--- config.mk ---
export PLATFORM = sky130hd
export DESIGN_NAME = pong_graph_dual
export DESIGN_NICKNAME = d
export VERILOG_FILES = /design/src/rtl/pong_graph_dual.sv
export SDC_FILE = /design/constraint.sdc
export NUM_CORES = 1
export LEC_CHECK = 0
export BUFFER_PORTS_ARGS = -buffer_cell sky130_fd_sc_hd__buf_2
export CAP_MARGIN = 20
export CORE_MARGIN = 2
export CORE_UTILIZATION = 25
export DETAILED_ROUTE_END_ITERATION = 16
export PLACE_DENSITY = 0.39
export REMOVE_ABC_BUFFERS = 1
export SLEW_MARGIN = 20
export SYNTH_ARGS = -nofsm -noshare
export SYNTH_HDL_FRONTEND = slang
export SYNTH_SLANG_ARGS = --single-unit
--- constraint.sdc ---
create_clock -name clk -period 4.8 [get_ports clk]
set_input_delay 0.24 -clock clk [delete_from_list [all_inputs] [get_ports clk]]
set_output_delay 0.24 -clock clk [all_outputs]
set_load 0.05 [all_outputs]
--- src/rtl/pong_graph_dual.sv ---
// Pong playfield graphics: paddles, ball, serve/play/miss FSM and BCD scores; game state advances once per frame.
// Latency: graph_rgb one clk after pix inputs; no backpressure. Define PONG_ROUND_BALL_EN for a round 8x8 ball.
module pong_graph_dual #(
    parameter int H_PIXELS    = 640,
    parameter int V_PIXELS    = 480,
    parameter int BAR_Y_SIZE  = 72,
    parameter int BAR_V       = 4,
    parameter int BALL_SIZE   = 8,
    parameter int BALL_V      = 2,
    parameter int MISS_FRAMES = 60
) (
    input  logic       clk,
    input  logic       reset,
    input  logic       video_on,
    input  logic [9:0] pix_x,
    input  logic [9:0] pix_y,
    input  logic [3:0] btn,
    output logic [2:0] graph_rgb,
    output logic       hit,
    output logic       miss,
    output logic [3:0] score_l,
    output logic [3:0] score_r
);
    localparam int CW = $clog2(MISS_FRAMES + 1);
    localparam logic [9:0] L_X0     = 10'd32;
    localparam logic [9:0] L_X1     = 10'd35;
    localparam logic [9:0] R_X0     = 10'(H_PIXELS - 40);
    localparam logic [9:0] R_X1     = 10'(H_PIXELS - 37);
    localparam logic [9:0] BAR_MAX  = 10'(V_PIXELS - BAR_Y_SIZE);
    localparam logic [9:0] BAR_INIT = 10'((V_PIXELS - BAR_Y_SIZE) / 2);
    localparam logic [9:0] BAR_H    = 10'(BAR_Y_SIZE - 1);
    localparam logic [9:0] PV       = 10'(BAR_V);
    localparam logic [9:0] BV       = 10'(BALL_V);
    localparam logic [9:0] BALL_W   = 10'(BALL_SIZE - 1);
    localparam logic [9:0] BALL_X0  = 10'((H_PIXELS - BALL_SIZE) / 2);
    localparam logic [9:0] BALL_Y0  = 10'((V_PIXELS - BALL_SIZE) / 2);
    localparam logic [9:0] BOT_LIM  = 10'(V_PIXELS - 1 - BALL_V);
    localparam logic [9:0] R_MISS   = 10'(H_PIXELS - 1 - BALL_V);
    localparam logic [9:0] TICK_Y   = 10'(V_PIXELS + 1);

    typedef enum logic [1:0] {S_SERVE, S_PLAY, S_MISS} state_t;

    state_t          state, state_nxt;
    logic [9:0]      x_l, y_t, x_nxt, y_nxt, bar_l, bar_r, bar_l_nxt, bar_r_nxt;
    logic            dir_r, dir_d, dx_nxt, dy_nxt;
    logic [CW-1:0]   cnt, cnt_nxt;
    logic [3:0]      sl_nxt, sr_nxt;
    logic            hit_nxt, miss_nxt;
    logic            refr_tick, overlap_l, overlap_r;
    logic [9:0]      x_r, y_b, bar_l_b, bar_r_b;
    logic            pad_on, ball_box, ball_on;
    logic [2:0]      rgb_nxt;

    assign refr_tick = (pix_y == TICK_Y) && (pix_x == 10'd0);
    assign x_r       = x_l + BALL_W;
    assign y_b       = y_t + BALL_W;
    assign bar_l_b   = bar_l + BAR_H;
    assign bar_r_b   = bar_r + BAR_H;
    assign overlap_l = (y_b >= bar_l) && (y_t <= bar_l_b);
    assign overlap_r = (y_b >= bar_r) && (y_t <= bar_r_b);

    function automatic logic [9:0] bar_step(input logic [9:0] top, input logic dn, input logic up);
        if (dn && !up)
            return (top > BAR_MAX - PV) ? BAR_MAX : top + PV;
        else if (up && !dn)
            return (top < PV) ? 10'd0 : top - PV;
        else
            return top;
    endfunction

    function automatic logic [3:0] bcd_inc(input logic [3:0] s);
        return (s == 4'd9) ? 4'd0 : s + 4'd1;
    endfunction

    always_comb begin
        state_nxt = state;
        x_nxt     = x_l;
        y_nxt     = y_t;
        dx_nxt    = dir_r;
        dy_nxt    = dir_d;
        cnt_nxt   = cnt;
        sl_nxt    = score_l;
        sr_nxt    = score_r;
        hit_nxt   = 1'b0;
        miss_nxt  = 1'b0;
        bar_l_nxt = bar_l;
        bar_r_nxt = bar_r;
        if (refr_tick) begin
            bar_l_nxt = bar_step(bar_l, btn[1], btn[0]);
            bar_r_nxt = bar_step(bar_r, btn[3], btn[2]);
            case (state)
                S_SERVE: begin
                    x_nxt  = BALL_X0;
                    y_nxt  = BALL_Y0;
                    dx_nxt = 1'b1;
                    dy_nxt = 1'b1;
                    if (|btn) state_nxt = S_PLAY;
                end
                S_PLAY: begin
                    // Vertical and horizontal decisions are independent so corner bounces apply both.
                    if (!dir_d && y_t <= BV)
                        dy_nxt = 1'b1;
                    else if (dir_d && y_b >= BOT_LIM)
                        dy_nxt = 1'b0;
                    if (dir_r && x_r >= R_X0 && x_r <= R_X1 && overlap_r) begin
                        dx_nxt  = 1'b0;
                        hit_nxt = 1'b1;
                    end else if (!dir_r && x_l >= L_X0 && x_l <= L_X1 && overlap_l) begin
                        dx_nxt  = 1'b1;
                        hit_nxt = 1'b1;
                    end else if (dir_r && x_r >= R_MISS) begin
                        miss_nxt  = 1'b1;
                        sl_nxt    = bcd_inc(score_l);
                        state_nxt = S_MISS;
                    end else if (!dir_r && x_l <= BV) begin
                        miss_nxt  = 1'b1;
                        sr_nxt    = bcd_inc(score_r);
                        state_nxt = S_MISS;
                    end
                    if (!miss_nxt) begin
                        x_nxt = dx_nxt ? x_l + BV : x_l - BV;
                        y_nxt = dy_nxt ? y_t + BV : y_t - BV;
                    end
                end
                S_MISS: begin
                    if (cnt == CW'(MISS_FRAMES - 1)) begin
                        cnt_nxt   = '0;
                        state_nxt = S_SERVE;
                        x_nxt     = BALL_X0;
                        y_nxt     = BALL_Y0;
                        dx_nxt    = 1'b1;
                        dy_nxt    = 1'b1;
                    end else begin
                        cnt_nxt = cnt + 1'b1;
                    end
                end
                default: state_nxt = S_SERVE;
            endcase
        end
    end

    assign ball_box = (pix_x >= x_l) && (pix_x <= x_r) && (pix_y >= y_t) && (pix_y <= y_b);

`ifdef PONG_ROUND_BALL_EN
    logic [2:0] rom_row, rom_col;
    logic [7:0] rom_bits;
    assign rom_row = 3'(pix_y - y_t);
    assign rom_col = 3'(pix_x - x_l);
    always_comb begin
        case (rom_row)
            3'd0, 3'd7: rom_bits = 8'h3C;
            3'd1, 3'd6: rom_bits = 8'h7E;
            default:    rom_bits = 8'hFF;
        endcase
    end
    assign ball_on = ball_box && rom_bits[rom_col];
`else
    assign ball_on = ball_box;
`endif

    assign pad_on = (pix_x >= L_X0 && pix_x <= L_X1 && pix_y >= bar_l && pix_y <= bar_l_b) ||
                    (pix_x >= R_X0 && pix_x <= R_X1 && pix_y >= bar_r && pix_y <= bar_r_b);

    always_comb begin
        rgb_nxt = 3'b110;
        if (!video_on)
            rgb_nxt = 3'b000;
        else if (pad_on)
            rgb_nxt = 3'b010;
        else if (ball_on)
            rgb_nxt = 3'b100;
    end

    always_ff @(posedge clk) begin
        if (reset) state <= S_SERVE;
        else       state <= state_nxt;
    end

    always_ff @(posedge clk) begin
        if (reset) begin
            x_l       <= BALL_X0;
            y_t       <= BALL_Y0;
            dir_r     <= 1'b1;
            dir_d     <= 1'b1;
            bar_l     <= BAR_INIT;
            bar_r     <= BAR_INIT;
            cnt       <= '0;
            score_l   <= 4'd0;
            score_r   <= 4'd0;
            hit       <= 1'b0;
            miss      <= 1'b0;
            graph_rgb <= 3'b000;
        end else begin
            x_l       <= x_nxt;
            y_t       <= y_nxt;
            dir_r     <= dx_nxt;
            dir_d     <= dy_nxt;
            bar_l     <= bar_l_nxt;
            bar_r     <= bar_r_nxt;
            cnt       <= cnt_nxt;
            score_l   <= sl_nxt;
            score_r   <= sr_nxt;
            hit       <= hit_nxt;
            miss      <= miss_nxt;
            graph_rgb <= rgb_nxt;
        end
    end
endmodule
==> flow_summary_export.csv, run 1 <==
group,metric,value,unit
critical_path,worstPathRequired,5060,ps
clock_tree,htreeDepth,2,
critical_path,slowest_delay,500,ps
timing,max_freq,0.248,GHz
placement,globalplace.congestion,0.868,
logic_synthesis,seq_area_frac_synth,17.6,%
critical_path,cp.arrival,4300,ps
route,ant_nets,0,
final_layout,final_common_cell,"ha_1",
final_layout,seqCellArea,1120,µm²
critical_path,endpoint_kind,"register",
clock_tree,cts_root_buf,"clkbuf_16",
critical_path,critical_path_class,"register to register",
clock_tree,cts_tree,"done",
critical_path,critPathMaxFanout,11,
final_layout,drive_above_1_share,9.56,%
final_layout,syn2layout_area_growth,11.0,%
final_layout,multi_input_area,4850,µm²
floorplanning,core_area,25100,µm²
route,dr_wl_met3,974,µm
logic_synthesis,yosys-top-cells-area,"ha_1 (20%), dfxtp_1 (18%), a21oi_1 (5.0%), nor2_1 (4.5%), xnor2_1 (4.0%)",
timing,fin_skew,8.95,ps
timing,rsz0062_at_grt,"no",
floorplanning,die_x,164,µm
timing,maxSlewViolCount,0,
logic_synthesis,netlist.area_leader.share,20.4,%
final_layout,diodes,0,
run,drv_cap,0,
floorplanning,rows,58,
global_routing,grt_pass1_vias,6258,
logic_synthesis,syn_inst,846,
logic_synthesis,synth-edff-count,0,
timing,setup_viol,0,
global_routing,grt_pass1_wl,35.8,mm
floorplanning,pin_count,40,
floorplanning,dieArea,26800,µm²
timing,post-route-period-util,84.1,%
clock_tree,cts.repair.resized,0,
route,totalWireLength,22.1,mm
critical_path,startpoint_type,"register",
power_and_ir_drop,cellPowerDensity,142,nW/µm²
timing,finalSetupTns,0,ps
logic_synthesis,yosys.area.top_type,"ha_1",
route,drt_iter0_markers,329,
global_routing,antenna_found_initial,0,
route,vias_per_cell,5.29,
final_layout,fin_area,7070,µm²
global_routing,overflow,0,
clock_tree,cts_buffers,5,
timing,period_minus_slack,4040,ps
placement,place_area,6910,µm²
global_routing,grt_use_total,17.1,%
floorplanning,initial_core_util,25.4,%
route,top_layer,"met4",
logic_synthesis,synth.distinct_cells,86,
clock_tree,clock-sinks,56,
final_layout,nets,998,
final_layout,final_cell_mix,"ha_1 (104), nor2_1 (77), nand2_1 (64)",
clock_tree,clockBufferDepth,2,
route,wl_per_cell,18.4,µm
clock_tree,clkSlewWorstSetupHoldPaths,80,ps
route,num_vias,6333,
placement,place_hpwl,17.4,mm
logic_synthesis,avgSynthCellArea,7.53,µm²
logic_synthesis,synthesis.area,6370,µm²
route,drtPass1Iterations,5,
logic_synthesis,synth-main-ff-cell,"dfxtp_1",
critical_path,crit_chain,"inv_1 > ha_1 > nor3_1 > xnor2_1 > inv_1 > ha_1 > nand2_1 > nor3_1 > a21oi_1 > nor4_1 > and4_1 > inv_2 > a211o_1 > a2111oi_0 > a31o_1",
clock_tree,clock_latency,320,ps
power_and_ir_drop,p_leak,0.00288,µW
logic_synthesis,ys_async_sr_fraction,0,%
outcome,outcome,"complete, no violations",
power_and_ir_drop,peakVddDrop,144,µV
route,wirelength_met1,10.5,mm
logic_synthesis,ys_ff_latch,56,
final_layout,n_fill_cell,2830,
critical_path,crit_path_top_delay_cell,"dfxtp_1",
floorplanning,dieHeight,164,µm
route,drc_errors,0,
timing,worst_pin_slew,926,ps
placement,io_buffer_count,38,
route,met2_length,10.2,mm
hold_path,hp-class,"input port to register",
logic_synthesis,yosys_warnings,0,
timing,relSlewSlack,38.1,%
timing,hold_viol,0,
global_routing,grt_max_degree,42,
clock_tree,cts_hold_buf,0,
clock_tree,post_cts_buffers,0,
-- logic make-up after synthesis --
kind of cell / count (synthesis) / share of synthesized area (%)
AO/OA/AOI/OAI: 242 / 25.1
AND/OR/NAND/NOR: 298 / 23.9
multiplexers: 11 / 1.79
flip-flops: 56 / 17.6
buffers and inverters: 99 / 6.17
adder cells (fa/ha/maj): 106 / 20.8
other: 1 / 0.0589
XOR/XNOR: 33 / 4.54
-- critical path: cells and delay by family, from the launching register on --
family	cells	cell delay, ps
simple gates	5	1240
compound gates	4	930
fa+ha+maj	2	690
flops	1	500
buf+inv	3	430
xor+xnor	1	200
-- sequential cells by signal, indices dropped and copies added (netlist names) --
name       flops
bar_r          8
dir_d          1
state          2
score_r        4
graph_rgb      2
score_l        4
bar_l          8
hit            1
y_t            9
miss           1
dir_r          1
cnt            6
x_l            9
-- area by class of cell --
type / count / share of cell area, %
clock buffer: 5 / 1.77
clock inverter: 3 / 0.407
inverter: 61 / 3.24
multi-input combinational: 691 / 68.7
sequential: 56 / 15.9
tap: 330 / 5.84
timing repair buffer: 52 / 4.18
-- cells in the mapped netlist (all sizes together) (4+ instances only) --
master,n
a211oi,8
xor2,4
or3,8
nor3,27
o211ai,9
and2,9
a221oi,4
o2111ai,6
a41oi,7
o21ai,56
o21a,15
buf,11
nand4,19
ha,104
nand2,64
nand3b,4
nor2b,7
nor2,78
mux2i,8
o311ai,5
a31oi,12
or2,4
a2111oi,4
and3,7
xnor2,29
o22ai,5
a21oi,64
nor4,12
nand3,31
dfxtp,56
a21o,14
nor4b,6
clkbuf,27
inv,61
a22oi,6
and4,8
-- metal layers --
metal  track usage, %  vias to the layer above
met1             23.1                     2989
li1                 -                     3168
met3             2.72                       27
met2             28.8                      149
met5                0                        -
met4             3.79                        0
-- worst paths after layout --
check             cells after the start                 endpoint  slack [ps]                   from
hold reg to reg                       2    bar_r[9]$_SDFFE_PP0P_         500  bar_r[9]$_SDFFE_PP0P_
setup reg to reg                     15      x_l[9]$_SDFFE_PP0P_         760    y_t[1]$_SDFFE_PP0P_
setup / recovery                     15      x_l[9]$_SDFFE_PP0P_         760    y_t[1]$_SDFFE_PP0P_
hold / removal                        3  graph_rgb[1]$_SDFF_PP0_         190               video_on
-- per-stage QoR --
step           util (%)  total power [µW]  hold slack [ps]  setup slack, ps  std cells
6_report           28.1              1000              188              763       1198
5_1_grt            28.1              1060              197              225       1198
4_1_cts            28.1              1020              180              790       1198
3_5_place_dp       27.5               599              494              802       1190
3_3_place_gp       27.5               602              511              947       1190
2_1_floorplan         -               538              309             1310        808
-- report_power, final --
| part | internal, µW | switching [µW] |
|---|---|---|
| combinational | 43.6 | 78.9 |
| clock | 203 | 214 |
| sequential | 465 | 0.198 |
| total | 711 | 293 |
Note: power is estimated with default switching activity, not from simulation.
==> run 2: changes to the inputs <==
Clock period 4.8 ns to 4.1 ns, I/O delays scaled along.
==> flow_summary_export.csv, run 2 (synthesis gave the netlist of run 1 again) <==
group,metric,value,unit
floorplanning,dieArea,26800,µm²
critical_path,critical_path_class,"register to register",
timing,post-route-period-util,91.1,%
critical_path,rrSetupSlack,360,ps
clock_tree,clockBufferDepth,2,
critical_path,ff2ff_path_depth,13,
final_layout,syn2layout_area_growth,12.4,%
timing,maxSlewViolCount,0,
clock_tree,clock-sinks,56,
global_routing,antenna_found_initial,1,
timing,relSlewSlack,46.4,%
timing,finalSetupTns,0,ps
timing,period_minus_slack,3740,ps
placement,io_buffer_count,38,
route,drtPass1Iterations,5,
critical_path,endpoint_kind,"register",
global_routing,grt_pass1_vias,6101,
global_routing,grt_max_degree,42,
hold_path,min_path_cells,3,
power_and_ir_drop,cellPowerDensity,166,nW/µm²
route,drc_errors,0,
critical_path,reg2reg_to,"x_l[4]$_SDFFE_PP1P_",
clock_tree,htreeDepth,2,
floorplanning,pin_count,40,
power_and_ir_drop,p_seq_share,45.7,%
clock_tree,clock_latency,320,ps
final_layout,nets,1007,
timing,rsz0062_at_grt,"no",
power_and_ir_drop,power.total,1190,µW
power_and_ir_drop,clockPowerShare,42.1,%
floorplanning,core_area,25100,µm²
critical_path,reg2reg_from,"bar_l[3]$_SDFFE_PP1P_",
clock_tree,clkSlewWorstSetupHoldPaths,90,ps
route,wirelength_met1,10.6,mm
clock_tree,cts_root_buf,"clkbuf_16",
route,num_vias,6300,
final_layout,diodes,0,
outcome,outcome,"complete, no violations",
floorplanning,dieHeight,164,µm
timing,fin_skew,4.67,ps
route,top_layer,"met5",
final_layout,final_common_cell,"ha_1",
route,vias_per_cell,5.22,
timing,hold_viol,0,
placement,place_area,7000,µm²
global_routing,grt_pass1_wl,34.8,mm
power_and_ir_drop,p_int,835,µW
final_layout,stdcell_count,1207,
clock_tree,cts_buffers,5,
floorplanning,die_x,164,µm
timing,max_freq,0.268,GHz
final_layout,final_cell_mix,"ha_1 (104), nor2_1 (77), nand2_1 (64)",
route,met2_length,10.1,mm
final_layout,seqCellArea,1120,µm²
route,wl_per_cell,18.3,µm
critical_path,worstPathRequired,4280,ps
final_layout,drive_above_1_share,10.8,%
power_and_ir_drop,peakVddDrop,142,µV
clock_tree,post_cts_buffers,0,
clock_tree,cts_hold_buf,0,
hold_path,hp-class,"input port to register",
placement,dp_cells,1199,
route,dr_wl_met3,927,µm
power_and_ir_drop,p_sw,355,µW
run,drv_cap,0,
route,ant_nets,0,
placement,globalplace.congestion,0.823,
power_and_ir_drop,combPwrFrac,12.1,%
hold_path,min_from,"video_on",
final_layout,fin_util,28.5,%
critical_path,cp.arrival,3920,ps
timing,worst_pin_slew,793,ps
power_and_ir_drop,p_leak,0.00293,µW
global_routing,overflow,0,
route,totalWireLength,22.1,mm
floorplanning,rows,58,
placement,place_hpwl,17.7,mm
power_and_ir_drop,p_sw_share,29.8,%
timing,setup_viol,0,
critical_path,critPathMaxFanout,10,
critical_path,startpoint_type,"register",
final_layout,fin_area,7160,µm²
global_routing,grt_use_total,16.8,%
clock_tree,cts_tree,"done",
floorplanning,initial_core_util,25.4,%
route,drt_iter0_markers,325,
final_layout,reg_top3,"x_l x9, y_t x9",
hold_path,whs_endpoint,"graph_rgb[1]$_SDFF_PP0_",
final_layout,n_fill_cell,2784,
clock_tree,cts.repair.resized,0,
final_layout,multi_input_area,4860,µm²
## run 2: worst max path at each step
stage	slack [ps]	to	cells past startpoint	start
after detailed placement	210	x_l[9]$_SDFFE_PP0P_	15	y_t[1]$_SDFFE_PP0P_
after floorplan	610	x_l[4]$_SDFFE_PP1P_	13	bar_l[2]$_SDFFE_PP1P_
after global placement	310	x_l[4]$_SDFFE_PP1P_	12	y_t[4]$_SDFFE_PP0P_
final	360	x_l[4]$_SDFFE_PP1P_	13	bar_l[3]$_SDFFE_PP1P_
after global routing	40	x_l[9]$_SDFFE_PP0P_	14	y_t[5]$_SDFFE_PP1P_
after CTS	180	x_l[9]$_SDFFE_PP0P_	15	y_t[1]$_SDFFE_PP0P_
## run 2: layout make-up
class / instances / area share [%]
Tap cell: 330 / 5.77
Timing Repair Buffer: 61 / 5.35
Sequential cell: 56 / 15.7
Clock buffer: 5 / 1.75
Clock inverter: 3 / 0.402
Multi-Input combinational cell: 691 / 67.8
Inverter: 61 / 3.20
## run 2: worst max-delay path, cell delays in order, from the launching register on
cell	delay, ps
dfxtp_1	460
inv_1	170
ha_1	300
inv_1	140
ha_1	250
a21o_1	180
maj3_2	320
maj3_2	320
a21oi_2	130
nor3b_1	90
a211o_4	360
or4_4	490
a211oi_1	270
o31ai_2	100
## run 2: stage by stage
| step | setup WS [ps] | hold WS, ps |
|---|---|---|
| 6_report | 363 | 126 |
| 5_1_grt | 35.6 | 156 |
| 4_1_cts | 179 | 120 |
| 3_5_place_dp | 214 | 462 |
| 3_3_place_gp | 309 | 478 |
| 2_1_floorplan | 614 | 274 |
## run 2: power by group through the flow
stage,logic (µW),clock network [µW],registers (µW)
after global routing,164,538,545
final,144,502,545
after floorplan,68.8,0,561
after global placement,144,0,557
after detailed placement,146,0,557
after CTS,147,521,545
## run 2: metal layers
metal  track usage, %  up-vias
met4             5.06        2
met3             3.07       28
met5                0        -
met2             27.6      108
met1             22.3     2981
li1                 -     3181
==> run 3: changes to the inputs <==
Settings changed: REMOVE_ABC_BUFFERS 1 to default.
==> flow_summary_export.csv, run 3 (synthesis gave the netlist of run 1 again) <==
group,metric,value,unit
placement,dp_cells,1198,
timing,period_minus_slack,3710,ps
timing,worst_pin_slew,658,ps
route,num_vias,6339,
route,drc_errors,0,
power_and_ir_drop,p_sw,340,µW
critical_path,endpoint_kind,"register",
critical_path,rrSetupSlack,390,ps
clock_tree,cts_tree,"done",
clock_tree,clkSlewWorstSetupHoldPaths,90,ps
clock_tree,cts.repair.resized,0,
critical_path,critPathMaxFanout,10,
timing,relSlewSlack,55.9,%
timing,fin_skew,15.3,ps
global_routing,grt_max_degree,43,
logic_synthesis,syn_nets,977,
hold_path,min_from,"video_on",
clock_tree,clock_latency,320,ps
final_layout,final_common_cell,"ha_1",
run,drv_cap,0,
clock_tree,post_cts_buffers,0,
power_and_ir_drop,combPwrFrac,12.3,%
route,totalWireLength,22.3,mm
power_and_ir_drop,clockPowerShare,41.1,%
critical_path,critical_path_class,"register to register",
critical_path,crit_start,"bar_l[3]$_SDFFE_PP1P_",
floorplanning,die_x,164,µm
final_layout,final_cell_mix,"ha_1 (104), nor2_1 (77), nand2_1 (64)",
floorplanning,dieArea,26800,µm²
outcome,outcome,"complete, no violations",
route,ant_nets,0,
clock_tree,cts_root_buf,"clkbuf_16",
timing,setup_viol,0,
clock_tree,clockBufferDepth,2,
power_and_ir_drop,p_leak,0.00291,µW
timing,hold_slack,264,ps
power_and_ir_drop,cellPowerDensity,164,nW/µm²
power_and_ir_drop,p_seq_share,46.6,%
clock_tree,cts_buffers,5,
global_routing,overflow,0,
hold_path,whs_endpoint,"graph_rgb[1]$_SDFF_PP0_",
critical_path,cp.arrival,3900,ps
timing,hold_viol,0,
placement,io_buffer_count,38,
floorplanning,initial_core_util,25.4,%
power_and_ir_drop,peakVddDrop,159,µV
floorplanning,core_area,25100,µm²
final_layout,diodes,0,
route,drtPass1Iterations,6,
critical_path,startpoint_type,"register",
critical_path,reg2reg_from,"bar_l[3]$_SDFFE_PP1P_",
critical_path,ff2ff_path_depth,13,
power_and_ir_drop,p_int,828,µW
critical_path,worstPathRequired,4290,ps
placement,globalplace.congestion,0.836,
timing,maxSlewViolCount,0,
route,wl_per_cell,18.5,µm
hold_path,hp-class,"input port to register",
hold_path,min_path_cells,3,
route,vias_per_cell,5.26,
global_routing,grt_pass1_vias,6138,
final_layout,stdcell_count,1206,
floorplanning,rows,58,
final_layout,reg_top3,"x_l x9, y_t x9",
global_routing,grt_use_total,17.1,%
placement,place_hpwl,17.8,mm
power_and_ir_drop,p_sw_share,29.1,%
timing,post-route-period-util,90.5,%
global_routing,grt_pass1_wl,35.5,mm
floorplanning,dieHeight,164,µm
floorplanning,pin_count,40,
final_layout,drive_above_1_share,10.6,%
global_routing,antenna_found_initial,0,
timing,finalSetupTns,0,ps
timing,max_freq,0.270,GHz
route,drt_iter0_markers,448,
final_layout,nets,1006,
clock_tree,clock-sinks,56,
final_layout,syn2layout_area_growth,11.9,%
timing,rsz0062_at_grt,"no",
clock_tree,htreeDepth,2,
clock_tree,cts_hold_buf,0,
critical_path,reg2reg_to,"x_l[4]$_SDFFE_PP1P_",
[run 3: final cells by class]
class                      instances  area [µm²]
timing repair buffer              60         355
multi-input combinational        691        4860
tap                              330         413
inverter                          61         229
clock inverter                     3        25.0
sequential                        56        1120
fill                            2791       18000
clock buffer                       5         125
[run 3: worst max-delay path by stage]
| stage | slack, ps | end |
|---|---|---|
| final | 390 | x_l[4]$_SDFFE_PP1P_ |
| after global routing | 60 | x_l[9]$_SDFFE_PP0P_ |
| after CTS | 190 | x_l[9]$_SDFFE_PP0P_ |
| after detailed placement | 220 | x_l[9]$_SDFFE_PP0P_ |
| after global placement | 360 | x_l[9]$_SDFFE_PP0P_ |
| after floorplan | 450 | x_l[9]$_SDFFE_PP0P_ |
[run 3: per-stage QoR]
| stage | util [%] | total power, µW | setup slack (ps) | area (µm²) |
|---|---|---|---|---|
| 2_1_floorplan | - | 636 | 446 | 6370 |
| 3_3_place_gp | 27.8 | 703 | 364 | 6970 |
| 3_5_place_dp | 27.8 | 701 | 216 | 6970 |
| 6_report | 28.4 | 1170 | 389 | 7130 |
| 5_1_grt | 28.4 | 1230 | 61.8 | 7130 |
| 4_1_cts | 28.4 | 1190 | 191 | 7120 |
[run 3: power groups by stage]
stage	Clock, µW	Combinational, µW	Sequential, µW
after floorplan	0	74.9	561
after global placement	0	145	557
after detailed placement	0	144	558
after CTS	500	145	545
after global routing	521	162	545
final	480	144	545
[run 3: critical path: stages, from the launching register on]
cell and delay [ps]:
dfxtp_1 460, inv_1 160, ha_1 290, inv_1 120, ha_1 240, a21o_1 190, maj3_2 310, maj3_2 340
a21oi_2 150, nor3b_1 100, a211o_4 370, or4_4 490, a211oi_1 270, o31ai_2 90
[run 3: layer usage]
metal	wire (µm)	share of wire (%)	vias up	track usage, %
met3	730	3.3	17	2.03
li1	-	-	3191	-
met1	11100	50	3019	24.3
met2	10200	46	112	27.6
met4	304	1.4	0	3.39
met5	0	0	-	0
